<file path="src/rtl/adc_seq_ctrl.sv">
// adc_seq_ctrl: bring-up and supervision controller for the ADC sequencer CSR.
// Waits for a stable PLL lock, stops the sequencer, recalibrates when needed,
// starts continuous conversion, and restarts the ADC when the response stream stalls.
module adc_seq_ctrl #(
  parameter int LOCK_CYCLES    = 1024,
  parameter int WDOG_CYCLES    = 4096,
  parameter int HOLDOFF_CYCLES = 256,
  parameter int POLL_INTERVAL  = 64,
  parameter int CAL_POLLS      = 255,
  parameter int READ_LATENCY   = 1
) (
  input  logic        clk50m,
  input  logic        reset_n,
  input  logic        pll_locked,
  input  logic        enable,
  input  logic        recal_req,
  input  logic        adc_resp_valid,
  output logic        csr_address,
  output logic        csr_read,
  input  logic [31:0] csr_readdata,
  output logic        csr_write,
  output logic [31:0] csr_writedata,
  output logic        running,
  output logic        fault,
  output logic [7:0]  restart_count
);

  localparam int LOCK_W  = $clog2(LOCK_CYCLES + 1);
  localparam int WDOG_W  = $clog2(WDOG_CYCLES + 1);
  localparam int HOLD_W  = $clog2(HOLDOFF_CYCLES + 1);
  localparam int TIMER_W = $clog2(POLL_INTERVAL + 1);
  localparam int POLLS_W = $clog2(CAL_POLLS + 1);

  localparam logic [31:0] CMD_STOP  = 32'h0000_0000;
  localparam logic [31:0] CMD_CAL   = 32'h0000_000F;
  localparam logic [31:0] CMD_START = 32'h0000_0001;

  typedef enum logic [2:0] {
    IDLE, LOCKWAIT, STOP, CAL, POLL, START, RUN, HOLDOFF
  } seqState_t;

  seqState_t          stateReg, stateNext;
  logic [LOCK_W-1:0]  lockCntReg, lockCntNext;
  logic [WDOG_W-1:0]  wdogReg, wdogNext;
  logic [HOLD_W-1:0]  holdCntReg, holdCntNext;
  logic [TIMER_W-1:0] pollTimerReg, pollTimerNext;
  logic [POLLS_W-1:0] pollCntReg, pollCntNext;
  logic               calPendingReg, calPendingNext;
  logic               stopToIdleReg, stopToIdleNext;
  logic               faultReg, faultNext;
  logic [7:0]         restartCntReg, restartCntNext;
  logic [31:0]        wrDataReg, wrDataNext;
  logic [7:0]         restartInc;
  logic               unusedReadBits;

  // Only the run-status bit of the command register is meaningful here.
  assign unusedReadBits = ^csr_readdata[31:1];

  assign restartInc = (restartCntReg == 8'hFF) ? 8'hFF : restartCntReg + 8'd1;

  // State and counter registers; reset leaves cal_pending set so the first start recalibrates.
  always_ff @(posedge clk50m or negedge reset_n) begin
    if (!reset_n) begin
      stateReg      <= IDLE;
      lockCntReg    <= '0;
      wdogReg       <= '0;
      holdCntReg    <= '0;
      pollTimerReg  <= '0;
      pollCntReg    <= '0;
      calPendingReg <= 1'b1;
      stopToIdleReg <= 1'b0;
      faultReg      <= 1'b0;
      restartCntReg <= '0;
      wrDataReg     <= '0;
    end else begin
      stateReg      <= stateNext;
      lockCntReg    <= lockCntNext;
      wdogReg       <= wdogNext;
      holdCntReg    <= holdCntNext;
      pollTimerReg  <= pollTimerNext;
      pollCntReg    <= pollCntNext;
      calPendingReg <= calPendingNext;
      stopToIdleReg <= stopToIdleNext;
      faultReg      <= faultNext;
      restartCntReg <= restartCntNext;
      wrDataReg     <= wrDataNext;
    end
  end

  // Next-state, counter and CSR write-data logic.
  always_comb begin
    stateNext      = stateReg;
    lockCntNext    = lockCntReg;
    wdogNext       = wdogReg;
    holdCntNext    = holdCntReg;
    pollTimerNext  = pollTimerReg;
    pollCntNext    = pollCntReg;
    // A recal request is remembered whatever the FSM is doing.
    calPendingNext = calPendingReg | recal_req;
    stopToIdleNext = stopToIdleReg;
    faultNext      = faultReg;
    restartCntNext = restartCntReg;
    wrDataNext     = wrDataReg;

    case (stateReg)
      IDLE: begin
        lockCntNext = '0;
        if (enable && pll_locked) stateNext = LOCKWAIT;
      end

      LOCKWAIT: begin
        if (!enable) begin
          stateNext   = IDLE;
          lockCntNext = '0;
        end else if (!pll_locked) begin
          lockCntNext = '0;
        end else if (lockCntReg == LOCK_W'(LOCK_CYCLES - 1)) begin
          stateNext      = STOP;
          stopToIdleNext = 1'b0;
          lockCntNext    = '0;
        end else begin
          lockCntNext = lockCntReg + LOCK_W'(1);
        end
      end

      STOP: begin
        if (stopToIdleReg) begin
          stateNext      = IDLE;
          stopToIdleNext = 1'b0;
          faultNext      = 1'b0;
        end else if (calPendingReg) begin
          stateNext = CAL;
        end else begin
          stateNext = START;
        end
      end

      CAL: begin
        // A request arriving in this very cycle survives the clear.
        calPendingNext = recal_req;
        pollTimerNext  = '0;
        pollCntNext    = '0;
        stateNext      = POLL;
      end

      POLL: begin
        pollTimerNext = (pollTimerReg == TIMER_W'(POLL_INTERVAL - 1)) ?
                        '0 : pollTimerReg + TIMER_W'(1);
        if (pollTimerReg == TIMER_W'(READ_LATENCY)) begin
          if (!csr_readdata[0]) begin
            stateNext = START;
          end else if (pollCntReg == POLLS_W'(CAL_POLLS - 1)) begin
            // Calibration never finished: keep it pending so the retry recalibrates.
            stateNext      = HOLDOFF;
            holdCntNext    = '0;
            faultNext      = 1'b1;
            restartCntNext = restartInc;
            calPendingNext = 1'b1;
          end else begin
            pollCntNext = pollCntReg + POLLS_W'(1);
          end
        end
      end

      START: begin
        wdogNext  = '0;
        stateNext = RUN;
      end

      RUN: begin
        wdogNext = adc_resp_valid ? '0 : wdogReg + WDOG_W'(1);
        if (!enable || !pll_locked) begin
          stateNext      = STOP;
          stopToIdleNext = 1'b1;
        end else if (wdogReg == WDOG_W'(WDOG_CYCLES - 1)) begin
          stateNext      = HOLDOFF;
          holdCntNext    = '0;
          faultNext      = 1'b1;
          restartCntNext = restartInc;
        end else if (recal_req || calPendingReg) begin
          calPendingNext = 1'b1;
          stateNext      = STOP;
          stopToIdleNext = 1'b0;
        end
      end

      HOLDOFF: begin
        if (!enable) begin
          stateNext      = STOP;
          stopToIdleNext = 1'b1;
        end else if (holdCntReg == HOLD_W'(HOLDOFF_CYCLES - 1)) begin
          stateNext      = STOP;
          stopToIdleNext = 1'b0;
        end else begin
          holdCntNext = holdCntReg + HOLD_W'(1);
        end
      end

      default: stateNext = IDLE;
    endcase

    // Write data is loaded on entry to a write state and then held until the next write.
    case (stateNext)
      STOP:    wrDataNext = CMD_STOP;
      CAL:     wrDataNext = CMD_CAL;
      START:   wrDataNext = CMD_START;
      default: wrDataNext = wrDataReg;
    endcase
  end

  assign csr_address   = 1'b0;
  assign csr_read      = (stateReg == POLL) && (pollTimerReg == '0);
  assign csr_write     = (stateReg == STOP) || (stateReg == CAL) || (stateReg == START);
  assign csr_writedata = wrDataReg;
  assign running       = (stateReg == RUN);
  assign fault         = faultReg;
  assign restart_count = restartCntReg;

endmodule

</file>
<file path="config.mk">
export PLATFORM = sky130hd
export DESIGN_NAME = adc_seq_ctrl
export DESIGN_NICKNAME = d
export VERILOG_FILES = /design/src/rtl/adc_seq_ctrl.sv
export SDC_FILE = /design/constraint.sdc
export NUM_CORES = 1
export LEC_CHECK = 0
export ABC_AREA = 1
export BUFFER_PORTS_ARGS = -buffer_cell sky130_fd_sc_hd__buf_2
export CAP_MARGIN = 20
export CORE_UTILIZATION = 50
export CTS_CLUSTER_DIAMETER = 100
export DETAILED_ROUTE_END_ITERATION = 8
export PLACE_DENSITY_LB_ADDON = 0.12
export SKIP_CTS_REPAIR_TIMING = 1
export SYNTH_ARGS = -nofsm -noshare
export SYNTH_HDL_FRONTEND = slang
export SYNTH_SLANG_ARGS = --single-unit
</file>
<file path="constraint.sdc">
create_clock -name clk50m -period 2.3 [get_ports clk50m]
set_input_delay 0 -clock clk50m [delete_from_list [all_inputs] [get_ports clk50m]]
set_output_delay 0 -clock clk50m [all_outputs]
set_load 0.02 [all_outputs]
</file>
# --- Word-level counts from Yosys, hierarchy flattened ---
# Cells that the tools add are included.
# W data, S select, Z words.
classes:
  n_mux: 66
  addsub: 6
  eq_ne: 32
  n_bitwise: 1
  n_reduce_logical: 23
op_table:
  columns: ["op", "n"]
  rows:
  - ["$pmux W32 S3", 1]
  - ["$mux W8", 9]
  - ["$mux W9", 7]
  - ["$mux W3", 14]
  - ["$mux W11", 3]
  - ["$pmux W8 S2", 2]
  - ["$pmux W9 S3", 1]
  - ["$pmux W13 S2", 1]
  - ["$pmux W3 S8", 1]
  - ["$ne A2 B2 Y1 const B", 11]
  - ["$pmux W11 S2", 1]
  - ["$mux W1", 20]
  - ["$add A8 B1 Y8 const B", 2]
  - ["$eq A8 B8 Y1 const B", 2]
  - ["$eq A3 B3 Y1 const B", 5]
  - ["$pmux W7 S2", 1]
  - ["$reduce_and A7 Y1", 2]
  - ["$add A13 B1 Y13 const B", 1]
  - ["$eq A13 B12 Y1 const B", 1]
  - ["$mux W13", 1]
  - ["$eq A3 B2 Y1 const B", 4]
  - ["$add A11 B1 Y11 const B", 1]
  - ["$eq A11 B10 Y1 const B", 1]
  - ["$add A9 B1 Y9 const B", 1]
  - ["other kinds (23)", 35]
totals:
  out_inout_bits: 45
  inputBits: 38
  ff_bits: 94

# --- Depth between registers and ports, before layout ---
# Gate-level depths: netlist of the first run.
logic_depth:
  word_depth: 7
  ltp_mapped: 15

# --- Least setup slack after synthesis of the first run ---
# OpenSTA, ideal clock, no wires.
synth_timing:
  path_type: "register to register"
  start: "reg holdCntReg[0]"
  end: "reg holdCntReg[2]"
  path_buffers: 1
  arrival_ns: 1.715
  path_stages_with_launch: 15
  path_slack_ns: 0.508
  path_cell_list: "dfrtp_1 > ha_1 > nand2_1 > nor2_1 > nand2_1 > nor2_1 > ha_1 > inv_1 > o211ai_1 > nor2_1 > nand3_1 > nor2_2 > buf_4 > nand4_1 > o21ai_1"
synth_via:
  elab_chain_cells: 4
  elab_cells_between_ends: 7
synth_lines:
  columns: ["item", "line_no", "text"]
  rows:
  - ["from (decl)", "45", "logic [HOLD_W-1:0] holdCntReg, holdCntNext;"]
  - ["from (signal assigned)", "79", "holdCntReg <= holdCntNext;"]
  - ["$add A9 B1 Y9", "195", "holdCntNext = holdCntReg + HOLD_W'(1);"]
  - ["$mux W9", "191", "end else if (holdCntReg == HOLD_W'(HOLDOFF_CYCLES - 1)) begin"]
  - ["$mux W9", "188", "if (!enable) begin"]
  - ["$pmux W9 S3", "105", "case (stateReg)"]
# Parallel ways exist; a longest one is shown, timed or not. The select of a mux whose other input is x is not followed.
# A chain may end at the register's enable or synchronous reset.

# --- Worst setup path after layout of the first run ---
layout_timing:
  start: "reg holdCntReg[0]"
  end: "reg holdCntReg[1]"
# The elaborated chain is that of the path after synthesis.

==> results of run 1 <==
==> sequential cells by signal (all words and copies together) (netlist names) <==
register	flops
restart_count	8
stateReg	3
lockCntReg	11
fault	1
stopToIdleReg	1
holdCntReg	9
csr_writedata	2
wdogReg	13
pollCntReg	8
calPendingReg	1
pollTimerReg	7
==> final cells by class <==
class	count	area share [%]
Clock inverter	3	0.925
Multi-Input combinational cell	372	44.8
Tap cell	99	2.86
Timing Repair Buffer	34	5.09
Inverter	63	5.46
Sequential cell	64	37.0
Clock buffer	12	3.82
==> layer usage <==
metal / track usage [%] / wire (um) / vias to the layer above
met1: 28.4 / 3850 / 1528
met3: 3.96 / 298 / 13
met4: 5.65 / 108 / 0
met2: 30.6 / 3570 / 71
met5: 0 / 0 / -
li1: - / - / 1673
==> metrics by stage <==
step	worst slack, ns	total power [mW]	instances
2_1_floorplan	0.508	2.77	534
3_3_place_gp	0.176	3.09	629
3_5_place_dp	0.160	3.13	629
4_1_cts	0.144	4.15	644
5_1_grt	0.0123	4.46	647
6_report	0.201	4.14	647
==> power groups by stage <==
stage | Combinational, mW | Sequential [mW] | Clock, mW
CTS | 1.53 | 1.58 | 1.03
detailed placement | 1.53 | 1.60 | 0
floorplan | 1.14 | 1.63 | 0
finish | 1.55 | 1.59 | 1.00
global placement | 1.50 | 1.60 | 0
global route | 1.75 | 1.63 | 1.08
==> logic make-up after synthesis <==
kind of cell,count (synthesis),synth area share (%)
and+or+nand+nor,234,26.3
buffers and inverters,98,12.7
AOI/OAI and AO/OA,82,13.1
DFF,64,40.8
xor gates and xnor gates,17,3.79
adders and majority gates,10,3.18
other,1,0.0954
==> tightest hold or removal path: stages <==
cell and delay (ns):
buf_2 0.09, nor2_2 0.06, nand2_1 0.06, o21ai_0 0.07
==> final timing paths <==
check | end | cells past startpoint
max | holdCntReg[1]$_DFFE_PN0P_ | 14
min | wdogReg[7]$_DFFE_PN0P_ | 4
max reg2reg | holdCntReg[1]$_DFFE_PN0P_ | 14
min reg2reg | csr_writedata[0]$_DFFE_PN0P_ | 2
max in group asynchronous | calPendingReg$_DFF_PN1_ | 3
min in group asynchronous | holdCntReg[5]$_DFFE_PN0P_ | 2
==> cells in the mapped netlist (all sizes together) <==
master   count  area share (%)
conb         1           0.095
a31oi        2            0.32
a41oi        1            0.22
a22o         2            0.45
ha          10             3.2
dfstp        1            0.67
nand4       10             1.6
xor2        13             2.9
nand2      112              11
nand3       28             3.9
nor4         2            0.32
nand3b       4            0.76
and3         1            0.16
or2          2            0.32
o31ai        5            0.96
nor3        16             2.0
o21a         3            0.57
o22ai        4            0.64
o2111ai      1            0.22
xnor2        4            0.89
o22a         1            0.22
o21ai       34             5.2
nor2        58             6.2
buf         35             6.7
o211ai       2            0.38
dfrtp       63              40
inv         63             6.0
nor3b        1            0.19
o311ai       1            0.22
o32ai        1            0.22
a21o         1            0.19
a21oi       22             2.9
a211oi       2            0.38
==> run_results.csv, run 1 <==
group,metric,value,unit
outcome,outcome,"finished, violations left",
outcome,violations,"negative hold slack",
timing,final_max_slew_viol_count,0,
clock_tree,htreeDepth,3,
layout,utilization,58.4,%
worst_setup_path,slowest_stage,"dfrtp_1",
clock_tree,clk_pin_slew,0.07,ns
global_routing,grt_pass1_wl,13.2,mm
worst_setup_path,crit_path_start,"holdCntReg[0]$_DFFE_PN0P_",
worst_hold_path,min_path_type,"in2reg",
routing,routed_via_density,5.08,
worst_setup_path,cp_common_cell,"nor2_1",
place,place_area,4090,um2
worst_setup_path,start_kind,"register",
place,hpwl,5.71,mm
routing,drt_iter0_drc,141,
layout,mostFrequentLayoutCells,"nand2_1, dfrtp_1, inv_1",
power,p_seq_share,38.3,%
timing,hold_violations,1,
clock_tree,cts-root-buf,"clkbuf_8",
power,swShare,40.9,%
global_routing,grt_pass1_vias,2909,
routing,totalWireLength,7.82,mm
power,p_leak,2.08,nW
layout,multi_input_area,1940,um2
timing,layout_min_cycle_time,2.10,ns
worst_setup_path,path_buf_inv,2,
power,p_int,2.45,mW
global_routing,overflow,0,
worst_setup_path,rrSetupSlack,0.20,ns
layout,final_common_cell,"nand2_1",
layout,area_growth,10.1,%
routing,wl_per_cell,12.1,um
floorplanning,fp.dieH,90.7,um
place,port_buffers,22,
timing,hold_slack,-0.0198,ns
layout,fin_area,4330,um2
synthesis,ys_seq_elements,64,
worst_hold_path,hp-start,"adc_resp_valid",
routing,route.vias.total,3285,
worst_setup_path,worstSetupEndpointType,"register",
layout,fillers,699,
routing,drc,0,
place,gp_congestion,0.856,
synthesis,synth_area_per_cell,7.77,um2
global_routing,grt_max_degree,52,
layout,n_antenna_cell,0,
floorplanning,num_rows,31,
power,powerDensity,957,nW/um2
floorplanning,num_io_pins,83,
power,ir_drop,545,uV
timing,tns,0,ns
synthesis,synth_cells,506,
clock_tree,cts_tree,"built",
global_routing,antenna_found_initial,0,
worst_setup_path,worstPathMaxFanout,5,
power,comb_power_share,37.4,%
worst_setup_path,cp_top_family,"simple AND/OR/NAND/NOR gates",
clock_tree,clock_path_buffers,2,
worst_setup_path,crit_type,"reg2reg",
routing,dr.pass1.iters,5,
timing,clock-skew-final,0.0103,ns
clock_tree,clock-sinks,64,
power,power.switching,1.69,mW
floorplanning,fp.dieArea,8220,um2
synthesis,synth.distinct_cells,43,
worst_setup_path,rr_startpoint,"holdCntReg[0]$_DFFE_PN0P_",
timing,rsz0062_at_grt,"false",
power,pwr-share-clk,24.2,%
worst_setup_path,cp.arrival,2.36,ns
floorplanning,core_region_area,7410,um2
timing,setup_violations,0,
timing,fmax,476,MHz
layout,nets,592,
clock_tree,cts_made_buffers,9,
floorplanning,die_w,90.7,um
layout,final-seq-area,1600,um2
worst_setup_path,worst_ep_required_time,2.56,ns
synthesis,synth.yosys.warnings,0,
layout,drive_gt1_share,14.1,%
job,drv_cap,0,
global_routing,track_usage,19.9,%
timing,post-route-period-util,91.3,%
floorplanning,start_util,53.0,%
clock_tree,clock_latency,0.34,ns
routing,postRouteAntennaNets,0,
synthesis,syn_area,3930,um2
worst_setup_path,max_stage_delay,0.40,ns
worst_setup_path,path_cells,"ha_1 -> nand2_1 -> nor2_1 -> nand2_1 -> nor2_1 -> ha_1 -> inv_1 -> o211ai_1 -> nor2_1 -> nand3_1 -> nor2_4 -> buf_4 -> nand3_1 -> o21ai_1",
synthesis,ys_seq_area_share,40.8,%
Note: power is estimated with default switching activity, not from simulation.
==> run 2: changes to the inputs <==
--- a/config.mk
+++ b/config.mk
@@ -5,7 +5,7 @@
 export SDC_FILE = /design/constraint.sdc
 export NUM_CORES = 1
 export LEC_CHECK = 0
-export ABC_AREA = 1
+export ABC_AREA = 0
 export BUFFER_PORTS_ARGS = -buffer_cell sky130_fd_sc_hd__buf_2
 export CAP_MARGIN = 20
 export CORE_UTILIZATION = 50
==> run 2 against run 1 <==
Net effect: sequential share of layout area barely moved; cell count fell by 8.7%; die area fell by 4.2%; combinational power barely moved; critical path type unchanged; global-route usage rose by 2.4 points; the run now ends clean; setup slack got worse by 0.15 ns; clock skew fell by 0.0014 ns; count of clock-buffer cells in the layout fell by 1; hold slack improved by 0.057 ns; via count fell by 3.0%.
==> run_results.csv, run 2 <==
group,metric,value,unit
layout,area_growth,15.2,%
timing,layout_min_cycle_time,2.25,ns
layout,fin_area,4330,um2
place,dp_slack,0.0526,ns
floorplanning,die_w,88.7,um
synthesis,synth_top_area_share,41.9,%
synthesis,synth.distinct_cells,55,
global_routing,track_usage,22.4,%
outcome,outcome,"finished clean",
synthesis,ys_seq_elements,64,
worst_setup_path,worst_ep_required_time,2.54,ns
timing,hold_violations,0,
clock_tree,htreeDepth,3,
routing,wl_per_cell,13.2,um
clock_tree,clock_latency,0.35,ns
layout,final-seq-area,1600,um2
global_routing,overflow,0,
clock_tree,clock_path_buffers,2,
place,gp_congestion,0.878,
place,port_buffers,22,
timing,fin_ws,0.0460,ns
synthesis,synthTopCellsByCount,"dfrtp_1, o21ai_0, nand2_1, nor2_1, buf_4",
layout,fillers,670,
job,drv_cap,0,
clock_tree,cts_tree,"built",
clock_tree,cts-root-buf,"clkbuf_8",
synthesis,syn_area,3760,um2
routing,routed_via_density,5.39,
worst_setup_path,slowest_stage,"or3_4",
worst_hold_path,min_path_type,"in2reg",
worst_setup_path,path_cells,"and3_1 -> nand2_1 -> nor2_1 -> ha_1 -> or3_4 -> and3_4 -> or3_1 -> a31o_1",
routing,drt_iter0_drc,183,
floorplanning,start_util,51.9,%
layout,drive_gt1_share,18.9,%
worst_setup_path,max_stage_delay,0.41,ns
layout,largest_reg_flops,13,
layout,utilization,59.8,%
power,p_leak,2.03,nW
synthesis,synth_area_per_cell,8.79,um2
floorplanning,fp.dieH,88.7,um
routing,route.vias.total,3188,
clock_tree,cts_made_buffers,9,
worst_setup_path,worstPathMaxFanout,4,
synthesis,synth_async_sr_flop_share,100,%
routing,totalWireLength,7.82,mm
layout,reg.largest.list,"wdogReg x13, lockCntReg x11, holdCntReg x9",
floorplanning,fp.dieArea,7880,um2
timing,final_max_slew_viol_count,0,
synthesis,synth.yosys.warnings,0,
clock_tree,clock-sinks,64,
place,hpwl,5.70,mm
worst_setup_path,crit_type,"reg2reg",
routing,drc,0,
routing,dr.pass1.iters,5,
worst_setup_path,start_kind,"register",
power,report.power.total,4.00,mW
synthesis,synth_cells,428,
global_routing,grt_max_degree,35,
synthesis,ys.flop_type,"dfrtp_1",
layout,multi_input_area,1930,um2
floorplanning,num_rows,31,
layout,regMostFlops,"wdogReg",
global_routing,antenna_found_initial,0,
clock_tree,clk_pin_slew,0.07,ns
worst_setup_path,worstSetupEndpointType,"register",
timing,hold_slack,0.0367,ns
global_routing,grt_pass1_wl,13.4,mm
power,ir_drop,443,uV
global_routing,grt_pass1_vias,2845,
routing,postRouteAntennaNets,0,
layout,nets,535,
synthesis,synthTopCellsByArea,"dfrtp_1, buf_4, o21ai_0",
timing,fmax,444,MHz
layout,mostFrequentLayoutCells,"dfrtp_1, o21ai_0, nand2_1",
layout,final_common_cell,"dfrtp_1",
worst_setup_path,cp.arrival,2.49,ns
synthesis,ys_seq_area_share,42.6,%
synthesis,yosysMostFrequentCell,"dfrtp_1",
power,powerDensity,923,nW/um2
floorplanning,num_io_pins,83,
timing,setup_violations,0,
layout,n_antenna_cell,0,
synthesis,synth.largest_area_cell,"dfrtp_1",
synthesis,synth-edff-count,0,
floorplanning,core_region_area,7250,um2
place,place_area,4080,um2
timing,post-route-period-util,98.0,%
timing,clock-skew-final,0.00894,ns
## run 2: cells by family (layout without fill, tap and decap cells)
| family | after synthesis | in the layout | synth area share, % |
|---|---|---|---|
| simple gates | 177 | 177 | 24.5 |
| flops | 64 | 64 | 42.6 |
| compound gates | 104 | 104 | 16.5 |
| xor+xnor | 11 | 11 | 2.56 |
| buf+inv | 57 | 93 | 9.28 |
| fa+ha+maj | 10 | 10 | 3.33 |
| mux | 4 | 4 | 1.13 |
| other cells | 1 | 29 | 0.0997 |
## run 2: critical path: cells and delay by family (launching register included)
family,cells,cell delay (ns)
DFF,1,0.38
adders and majority gates,1,0.20
AOI/OAI and AO/OA,1,0.21
and+or+nand+nor,6,1.33
## run 2: per-stage QoR
step / TNS [ns] / std cells
after global routing: -0.0112 / 591
final: 0 / 591
after floorplan: 0 / 456
after global placement: 0 / 572
after CTS: 0 / 588
after detailed placement: 0 / 572
## run 2: power by group
group	switching, mW	internal, mW
Combinational	0.906	0.618
Sequential	0.192	1.27
Clock	0.459	0.556
Total	1.56	2.44
## run 2: cell type report
cell class / instances / share of cell area, %
multi-input cells: 335 / 44.6
repair buffers: 61 / 9.41
inverters: 16 / 1.39
clock inverters: 5 / 1.27
clock buffers: 11 / 3.49
well taps: 99 / 2.86
flip-flops and latches: 64 / 37.0
## run 2: final timing paths
| path | from | end | slack, ns | cells after the start |
|---|---|---|---|---|
| worst max-delay path | holdCntReg[4]$_DFFE_PN0P_ | csr_writedata[2]$_DFFE_PN0P_ | 0.05 | 8 |
| worst min-delay path | pll_locked | lockCntReg[6]$_DFFE_PN0P_ | 0.04 | 3 |
| worst max register to register | holdCntReg[4]$_DFFE_PN0P_ | csr_writedata[2]$_DFFE_PN0P_ | 0.05 | 8 |
| worst min register to register | wdogReg[12]$_DFFE_PN0P_ | wdogReg[12]$_DFFE_PN0P_ | 0.48 | 1 |
| max in group asynchronous | reset_n | calPendingReg$_DFF_PN1_ | 1.74 | 3 |
| min in group asynchronous | reset_n | wdogReg[9]$_DFFE_PN0P_ | 0.20 | 3 |
## run 2: routing by layer
metal,up-vias,GRT usage (%),share of wire (%)
met5,-,0,0
met3,10,5.22,3.8
met1,1513,30.3,48
met2,73,35.0,47
met4,0,8.06,1.1
li1,1592,-,-
